## src/rtl/store_packer_if.sv

```systemverilog
// store_packer_if: request, packed-write and error signals of the store packer
interface store_packer_if;
  logic        in_valid;
  logic        in_ready;
  logic [31:0] in_addr;
  logic [31:0] in_data;
  logic [1:0]  in_size;
  logic        out_valid;
  logic        out_ready;
  logic [31:0] out_addr;
  logic [3:0]  out_be;
  logic [31:0] out_data;
  logic        err_valid;
  logic [31:0] err_addr;
  modport master (
    output in_valid, in_addr, in_data, in_size, out_ready,
    input  in_ready, out_valid, out_addr, out_be, out_data, err_valid, err_addr
  );
  modport slave (
    input  in_valid, in_addr, in_data, in_size, out_ready,
    output in_ready, out_valid, out_addr, out_be, out_data, err_valid, err_addr
  );
endinterface

```

## src/rtl/store_packer.sv

```systemverilog
// store_packer: aligns sw/sh/sb stores into byte-enabled word writes through a small FIFO
module store_packer #(
  parameter int DEPTH = 2
) (
  input  logic clk,
  input  logic reset,
  store_packer_if.slave bus
);
  localparam int PW = $clog2(DEPTH);
  localparam logic [PW:0] FULL = DEPTH[PW:0];
  logic [PW-1:0] wr_q, wr_d, rd_q, rd_d;
  logic [PW:0]   cnt_q, cnt_d;
  logic [31:0]   addr_q [DEPTH];
  logic [31:0]   addr_d [DEPTH];
  logic [3:0]    be_q [DEPTH];
  logic [3:0]    be_d [DEPTH];
  logic [31:0]   data_q [DEPTH];
  logic [31:0]   data_d [DEPTH];
  logic          err_q, err_d;
  logic [31:0]   err_addr_q, err_addr_d;
  logic          acc, legal, push, pop;
  logic [1:0]    a, sz;
  logic [31:0]   d, pk_data;
  logic [3:0]    pk_be;
  // reset gates in_ready so nothing is accepted while it is asserted
  assign bus.in_ready  = !reset && cnt_q != FULL;
  assign bus.out_valid = cnt_q != '0;
  assign bus.out_addr  = bus.out_valid ? addr_q[rd_q] : '0;
  assign bus.out_be    = bus.out_valid ? be_q[rd_q] : '0;
  assign bus.out_data  = bus.out_valid ? data_q[rd_q] : '0;
  assign bus.err_valid = err_q;
  assign bus.err_addr  = err_addr_q;
  assign a  = bus.in_addr[1:0];
  assign sz = bus.in_size;
  assign d  = bus.in_data;
  // lane alignment, legality check, and FIFO/error next state
  always_comb begin
    legal   = (sz == 2'd0 && a == 2'd0) || (sz == 2'd1 && !a[0]) || sz == 2'd2;
    pk_be   = sz == 2'd0 ? 4'hf : sz == 2'd1 ? (a[1] ? 4'hc : 4'h3) : 4'b0001 << a;
    pk_data = sz == 2'd0 ? d : sz == 2'd1 ? (a[1] ? {d[15:0], 16'h0} : {16'h0, d[15:0]})
                         : {24'h0, d[7:0]} << {a, 3'b000};
    acc     = bus.in_valid && bus.in_ready;
    push    = acc && legal;
    pop     = bus.out_valid && bus.out_ready;
    wr_d    = push ? wr_q + 1'b1 : wr_q;
    rd_d    = pop ? rd_q + 1'b1 : rd_q;
    cnt_d   = cnt_q + {{PW{1'b0}}, push} - {{PW{1'b0}}, pop};
    addr_d  = addr_q;
    be_d    = be_q;
    data_d  = data_q;
    if (push) begin
      addr_d[wr_q] = {bus.in_addr[31:2], 2'b00};
      be_d[wr_q]   = pk_be;
      data_d[wr_q] = pk_data;
    end
    err_d      = acc && !legal;
    err_addr_d = err_d ? bus.in_addr : err_addr_q;
  end
  // state registers; asynchronous reset discards every queued entry
  always_ff @(posedge clk or posedge reset) begin
    if (reset) begin
      wr_q       <= '0;
      rd_q       <= '0;
      cnt_q      <= '0;
      err_q      <= 1'b0;
      err_addr_q <= '0;
      for (int i = 0; i < DEPTH; i++) begin
        addr_q[i] <= '0;
        be_q[i]   <= '0;
        data_q[i] <= '0;
      end
    end else begin
      wr_q       <= wr_d;
      rd_q       <= rd_d;
      cnt_q      <= cnt_d;
      err_q      <= err_d;
      err_addr_q <= err_addr_d;
      addr_q     <= addr_d;
      be_q       <= be_d;
      data_q     <= data_d;
    end
  end
endmodule
```

## src/flat_wrapper.sv

```systemverilog
// flat-port wrapper written by rule: the top's interface ports become plain ports
module store_packer_flat 
#(
  parameter int DEPTH = 2
)
  (clk, reset, bus_in_valid, bus_in_addr, bus_in_data, bus_in_size, bus_out_ready, bus_in_ready, bus_out_valid, bus_out_addr, bus_out_be, bus_out_data, bus_err_valid, bus_err_addr);
  store_packer_if bus_i ();
  input  logic clk;
  input  logic reset;
  input wire logic [$bits(bus_i.in_valid)-1:0] bus_in_valid;
  input wire logic [$bits(bus_i.in_addr)-1:0] bus_in_addr;
  input wire logic [$bits(bus_i.in_data)-1:0] bus_in_data;
  input wire logic [$bits(bus_i.in_size)-1:0] bus_in_size;
  input wire logic [$bits(bus_i.out_ready)-1:0] bus_out_ready;
  output wire logic [$bits(bus_i.in_ready)-1:0] bus_in_ready;
  output wire logic [$bits(bus_i.out_valid)-1:0] bus_out_valid;
  output wire logic [$bits(bus_i.out_addr)-1:0] bus_out_addr;
  output wire logic [$bits(bus_i.out_be)-1:0] bus_out_be;
  output wire logic [$bits(bus_i.out_data)-1:0] bus_out_data;
  output wire logic [$bits(bus_i.err_valid)-1:0] bus_err_valid;
  output wire logic [$bits(bus_i.err_addr)-1:0] bus_err_addr;
  assign bus_i.in_valid = bus_in_valid;
  assign bus_i.in_addr = bus_in_addr;
  assign bus_i.in_data = bus_in_data;
  assign bus_i.in_size = bus_in_size;
  assign bus_i.out_ready = bus_out_ready;
  assign bus_in_ready = bus_i.in_ready;
  assign bus_out_valid = bus_i.out_valid;
  assign bus_out_addr = bus_i.out_addr;
  assign bus_out_be = bus_i.out_be;
  assign bus_out_data = bus_i.out_data;
  assign bus_err_valid = bus_i.err_valid;
  assign bus_err_addr = bus_i.err_addr;
  store_packer #(.DEPTH(DEPTH)) u_core (.clk(clk), .reset(reset), .bus(bus_i));
endmodule
```

## config.mk

```make
export PLATFORM = sky130hd
export DESIGN_NAME = store_packer_flat
export DESIGN_NICKNAME = d
export VERILOG_FILES = /design/src/rtl/store_packer_if.sv /design/src/rtl/store_packer.sv /design/src/flat_wrapper.sv
export SDC_FILE = /design/constraint.sdc
export NUM_CORES = 1
export LEC_CHECK = 0
export CORE_MARGIN = 5
export CORE_UTILIZATION = 40
export DETAILED_ROUTE_END_ITERATION = 6
export GPL_ROUTABILITY_DRIVEN = 0
export PLACE_DENSITY_LB_ADDON = 0.15
export SLEW_MARGIN = 10
export SYNTH_ARGS = -nofsm -noshare
export SYNTH_HDL_FRONTEND = slang
export SYNTH_SLANG_ARGS = --single-unit
```

## constraint.sdc

```tcl
create_clock -name clk -period 13.53 [get_ports clk]
set_input_delay 2.706 -clock clk [delete_from_list [all_inputs] [get_ports clk]]
set_output_delay 2.706 -clock clk [all_outputs]
set_load 0.1 [all_outputs]
```

==> out/qor.yml, run 1 <==
status: "completed"
grt_max_degree: 109
final_util_pct: 52.4
drt_iter0_markers: 343
grt_pass1_vias: 5986
startpoint_type: "input port"
ys_ff_latch: 169
cp-end-kind: "primary output"
synth_edf_count: 0
synthCells: 633
tightest_slew_ps: 1020
drt_wl_total_mm: 19.8
synth_area_leader_cell: "dfrtp_1"
r2r_start: "u_core.cnt_q[1]"
finClkSkew_ps: 10.6
netlist_top_cells_area: "dfrtp_1 52%, mux2_2 12%, mux2i_1 10%"
crit_fanout: 3
layout.nets: 859
drv_cap: 0
synth.distinct_cells: 39
clockBufferDepth: 2
worst_slew_margin_rel_pct: 32.0
worstHoldStart: "u_core.be_q[2]"
synthArstFlopShare_pct: 100
min_period_ps: 7310
fill_cells: 1759
die_h_um: 153
holdCritPathClass: "reg2reg"
clk_latency_ps: 410
crit_arrival_ps: 4600
cts_root_buffer: "clkbuf_16"
slew_violations: 0
required_ps: 10820
via_per_inst: 5.04
rsz0062_at_grt: "no"
wl_per_cell_um: 18.5
setup-violations-final: 0
ant_nets: 0
htreeDepth: 4
regToRegSetupSlack_ps: 11140
die_w_um: 153
drive_gt1_share_pct: 23.2
diodes: 0
ios: 173
hold_viol: 0
area_delta_synth_final_pct: 29.2
avgSynthCellArea_um2: 12.9
cts_tree: "done"
min_delay_path_depth: 1
core_um2: 20200
r2r-end: "u_core.data_q[11]"
vias: 5395
numPortBuffers: 170
firstDrtPassIters: 4
yosysMostFrequentCell: "dfrtp_1"
placement_rows: 52
cts.hold.buffers_added: 0
place_hpwl_mm: 13.5
synth_top_flop_cell: "dfrtp_1"
overflow: 0
setup-tns-final_ps: 0
hold_ws_ps: 492
clock_sinks: 169
ys_seq_area_share_pct: 51.7
grt.total_usage_pct: 17.3
ys_top_cells_by_count: "169 x dfrtp_1, 89 x mux2_2, 84 x mux2i_1, 77 x nor2_1, 50 x mux2_4"
synth_top_area_share_pct: 51.7
start_util_pct: 40.5
die-area_um2: 23400
crit_type: "in2out"
syn-cell-area_um2: 8170
antenna_found_initial: 0
reg2reg_depth: 5
max_freq_mhz: 137
grt_pass1_wl_mm: 32.9
cts-resized-gates: 0
numCtsBuffers: 17
cts.reportedPaths.clkPinSlew_ps: 60
post-route-period-util_pct: 54.0
drc: 0
yosys_warnings: 0
postCtsSetupBuffers: 0
min_to: "u_core.be_q[2]"
-- registers in the layout, indices dropped and copies added (netlist names) --
register              cells
u_core.be_q               8
u_core.wr_q               1
u_core.cnt_q              2
u_core.addr_q            60
u_core.data_q            64
u_core.rd_q               1
u_core.bus.err_addr      32
u_core.bus.err_valid      1
-- cell families after synthesis --
family	share of synthesized area, %
xor gates and xnor gates	0.536
muxes	32.7
and+or+nand+nor	7.03
adders and majority gates	0.153
DFF	51.7
other	0.0459
buffers and inverters	4.73
AOI/OAI and AO/OA	3.08
-- cells in the final DEF (no fill, tap or decap), types with 9 or more instances in the layout --
cell             netlist  final
clkdlybuf4s50_1        0    170
dfrtp_1              169    168
mux2_2                89     89
mux2i_1               84     84
nor2_1                77     76
mux2_4                50     50
nand2_1               21     21
inv_1                 22     21
clkbuf_16              0     17
o21ai_0               16     16
and3_1                 9      9
-- metrics by stage --
step | instances | setup slack (ps) | cell area (um2)
floorplan | 634 | 6250 | 8180
global placement | 1039 | 6300 | 9990
detailed placement | 1039 | 6220 | 9990
CTS | 1071 | 6220 | 10600
global route | 1071 | 6180 | 10600
finish | 1071 | 6220 | 10600
-- worst max path at each step --
stage / start / to / slack, ps / cells past startpoint
final: reset / bus_in_ready / 6220 / 3
after global routing: reset / bus_in_ready / 6180 / 3
after CTS: reset / bus_in_ready / 6220 / 3
after floorplan: reset / u_core.addr_q[10] / 6250 / 1
after detailed placement: reset / bus_in_ready / 6220 / 3
after global placement: reset / bus_in_ready / 6300 / 3
-- layout make-up --
cell class	instances	area, um2	share of cell area (%)
clock buffers	22	474	4.49
multi-input cells	400	3570	33.8
repair buffers	178	1760	16.7
clock inverters	10	95.1	0.901
inverters	22	87.6	0.829
flip-flops and latches	169	4230	40.1
well taps	270	338	3.20
-- metal layers --
metal | GRT usage [%] | routed length, um | up-vias
li1 | - | - | 2495
met2 | 29.7 | 9770 | 140
met5 | 0 | 0 | -
met4 | 3.65 | 143 | 0
met3 | 3.99 | 873 | 8
met1 | 22.7 | 8980 | 2752
-- worst max-delay path, cell delays in order --
cell and delay, ps:
clkdlybuf4s50_1 520, a21oi_1 210, clkdlybuf4s50_1 1160
Power of run 1 is left out: the tool's default activity adds up to more than one toggle a clock period on the data nets, which glitch-free logic cannot reach.
==> inputs of run 2 (changes only) <==
clock period = 6.2 ns   (was 13.53 ns; I/O delays follow)
==> run 2 against run 1 <==
Setup slack worse by 4600 ps. Final cell count is essentially flat. Flip-flop and latch count stayed put. Design area up 0.77%. Largest cell class unchanged. Utilization grew 0.40 points. Critical endpoint is now bus_out_addr[6]. Critical path depth up 1. Highest routed layer unchanged.
==> out/qor.yml, run 2 (synthesized netlist as in run 1, its figures left out) <==
core_um2: 20200
setup_ws_ps: 1590
numPortBuffers: 170
largest_reg_flops: 64
die_w_um: 153
startpoint_type: "flop"
vias: 5425
start_util_pct: 40.5
ff_latch_area_um2: 4230
drt_wl_total_mm: 19.9
cts_root_buffer: "clkbuf_16"
postCtsSetupBuffers: 0
cts-resized-gates: 0
post-route-period-util_pct: 74.4
grt_max_degree: 93
ios: 173
diodes: 0
drt_iter0_markers: 243
holdCritPathClass: "reg2reg"
crit_arrival_ps: 3370
tightest_slew_ps: 1020
grt_pass1_wl_mm: 32.4
min_period_ps: 4610
wl_per_cell_um: 18.6
setup-tns-final_ps: 0
largest-register: "u_core.data_q"
via_per_inst: 5.06
die_h_um: 153
crit_fanout: 50
antenna_found_initial: 0
finClkSkew_ps: 7.73
hold_viol: 0
drc: 0
cts.hold.buffers_added: 0
grt.total_usage_pct: 17.2
worst_slew_margin_rel_pct: 32.1
cts.reportedPaths.clkPinSlew_ps: 70
placement_rows: 52
max_freq_mhz: 217
cts_tree: "done"
slew_violations: 0
status: "completed"
mostFrequentLayoutCell: "clkdlybuf4s50_1"
crit_type: "reg2out"
numCtsBuffers: 17
place_hpwl_mm: 13.6
dp_slack_ps: 1880
multi_input_area_um2: 3570
ant_nets: 0
die-area_um2: 23400
mostFrequentLayoutCells: "170 x clkdlybuf4s50_1, 168 x dfrtp_1, 89 x mux2_2"
clock_sinks: 169
area_delta_synth_final_pct: 30.2
fill_cells: 1747
grt_pass1_vias: 5869
htreeDepth: 4
drv_cap: 0
layout.nets: 860
setup-violations-final: 0
rsz0062_at_grt: "no"
clk_latency_ps: 430
firstDrtPassIters: 4
clockBufferDepth: 2
cp-end-kind: "primary output"
drive_gt1_share_pct: 23.4
required_ps: 4960
overflow: 0
## run 2: cell count changes in the layout (fill, tap and decap cells not counted), sizes merged
cell and change:
clkinvlp +1, clkbuf -2, bufinv +3, inv +3, buf +1, clkinv -5
## run 2: area by class of cell
class                   count  area share [%]
repair buffers            179            16.6
clock inverters            12            1.75
clock buffers              20            4.29
inverters                  22           0.823
multi-input cells         400            33.5
well taps                 270            3.17
flip-flops and latches    169            39.8
## run 2: routing by layer
| layer | global-route usage, % | wire, um | vias to the layer above |
|---|---|---|---|
| li1 | - | - | 2493 |
| met2 | 28.1 | 9400 | 162 |
| met4 | 5.69 | 348 | 0 |
| met1 | 22.8 | 9100 | 2747 |
| met5 | 0 | 0 | - |
| met3 | 4.07 | 1060 | 23 |
## run 2: final timing paths
path                              startpoint                end  slack, ps  cells after the start
max                              u_core.rd_q    bus_out_addr[6]       1590                      4
min                        u_core.addr_q[25]  u_core.addr_q[25]        490                      1
max reg2reg                  u_core.cnt_q[1]  u_core.addr_q[25]       3680                      5
min reg2reg                u_core.addr_q[25]  u_core.addr_q[25]        490                      1
max in group asynchronous              reset  u_core.addr_q[17]       3740                      3
min in group asynchronous              reset  u_core.addr_q[11]       1410                      2
## run 2: per-stage QoR
step | cells | hold slack, ps | area, um2 | utilization (%)
after global routing | 1072 | 509 | 10600 | 52.8
after global placement | 1040 | 473 | 10000 | 49.6
final | 1072 | 494 | 10600 | 52.8
after floorplan | 634 | 464 | 8180 | -
after detailed placement | 1040 | 483 | 10000 | 49.6
after CTS | 1072 | 499 | 10600 | 52.8
## run 2: critical path, stage by stage, from the launching register on
cell	delay (ps)
dfrtp_4	1060
buf_4	450
mux2i_1	120
nor2_1	140
clkdlybuf4s50_1	1160
Power of run 2 is left out for the same reason.
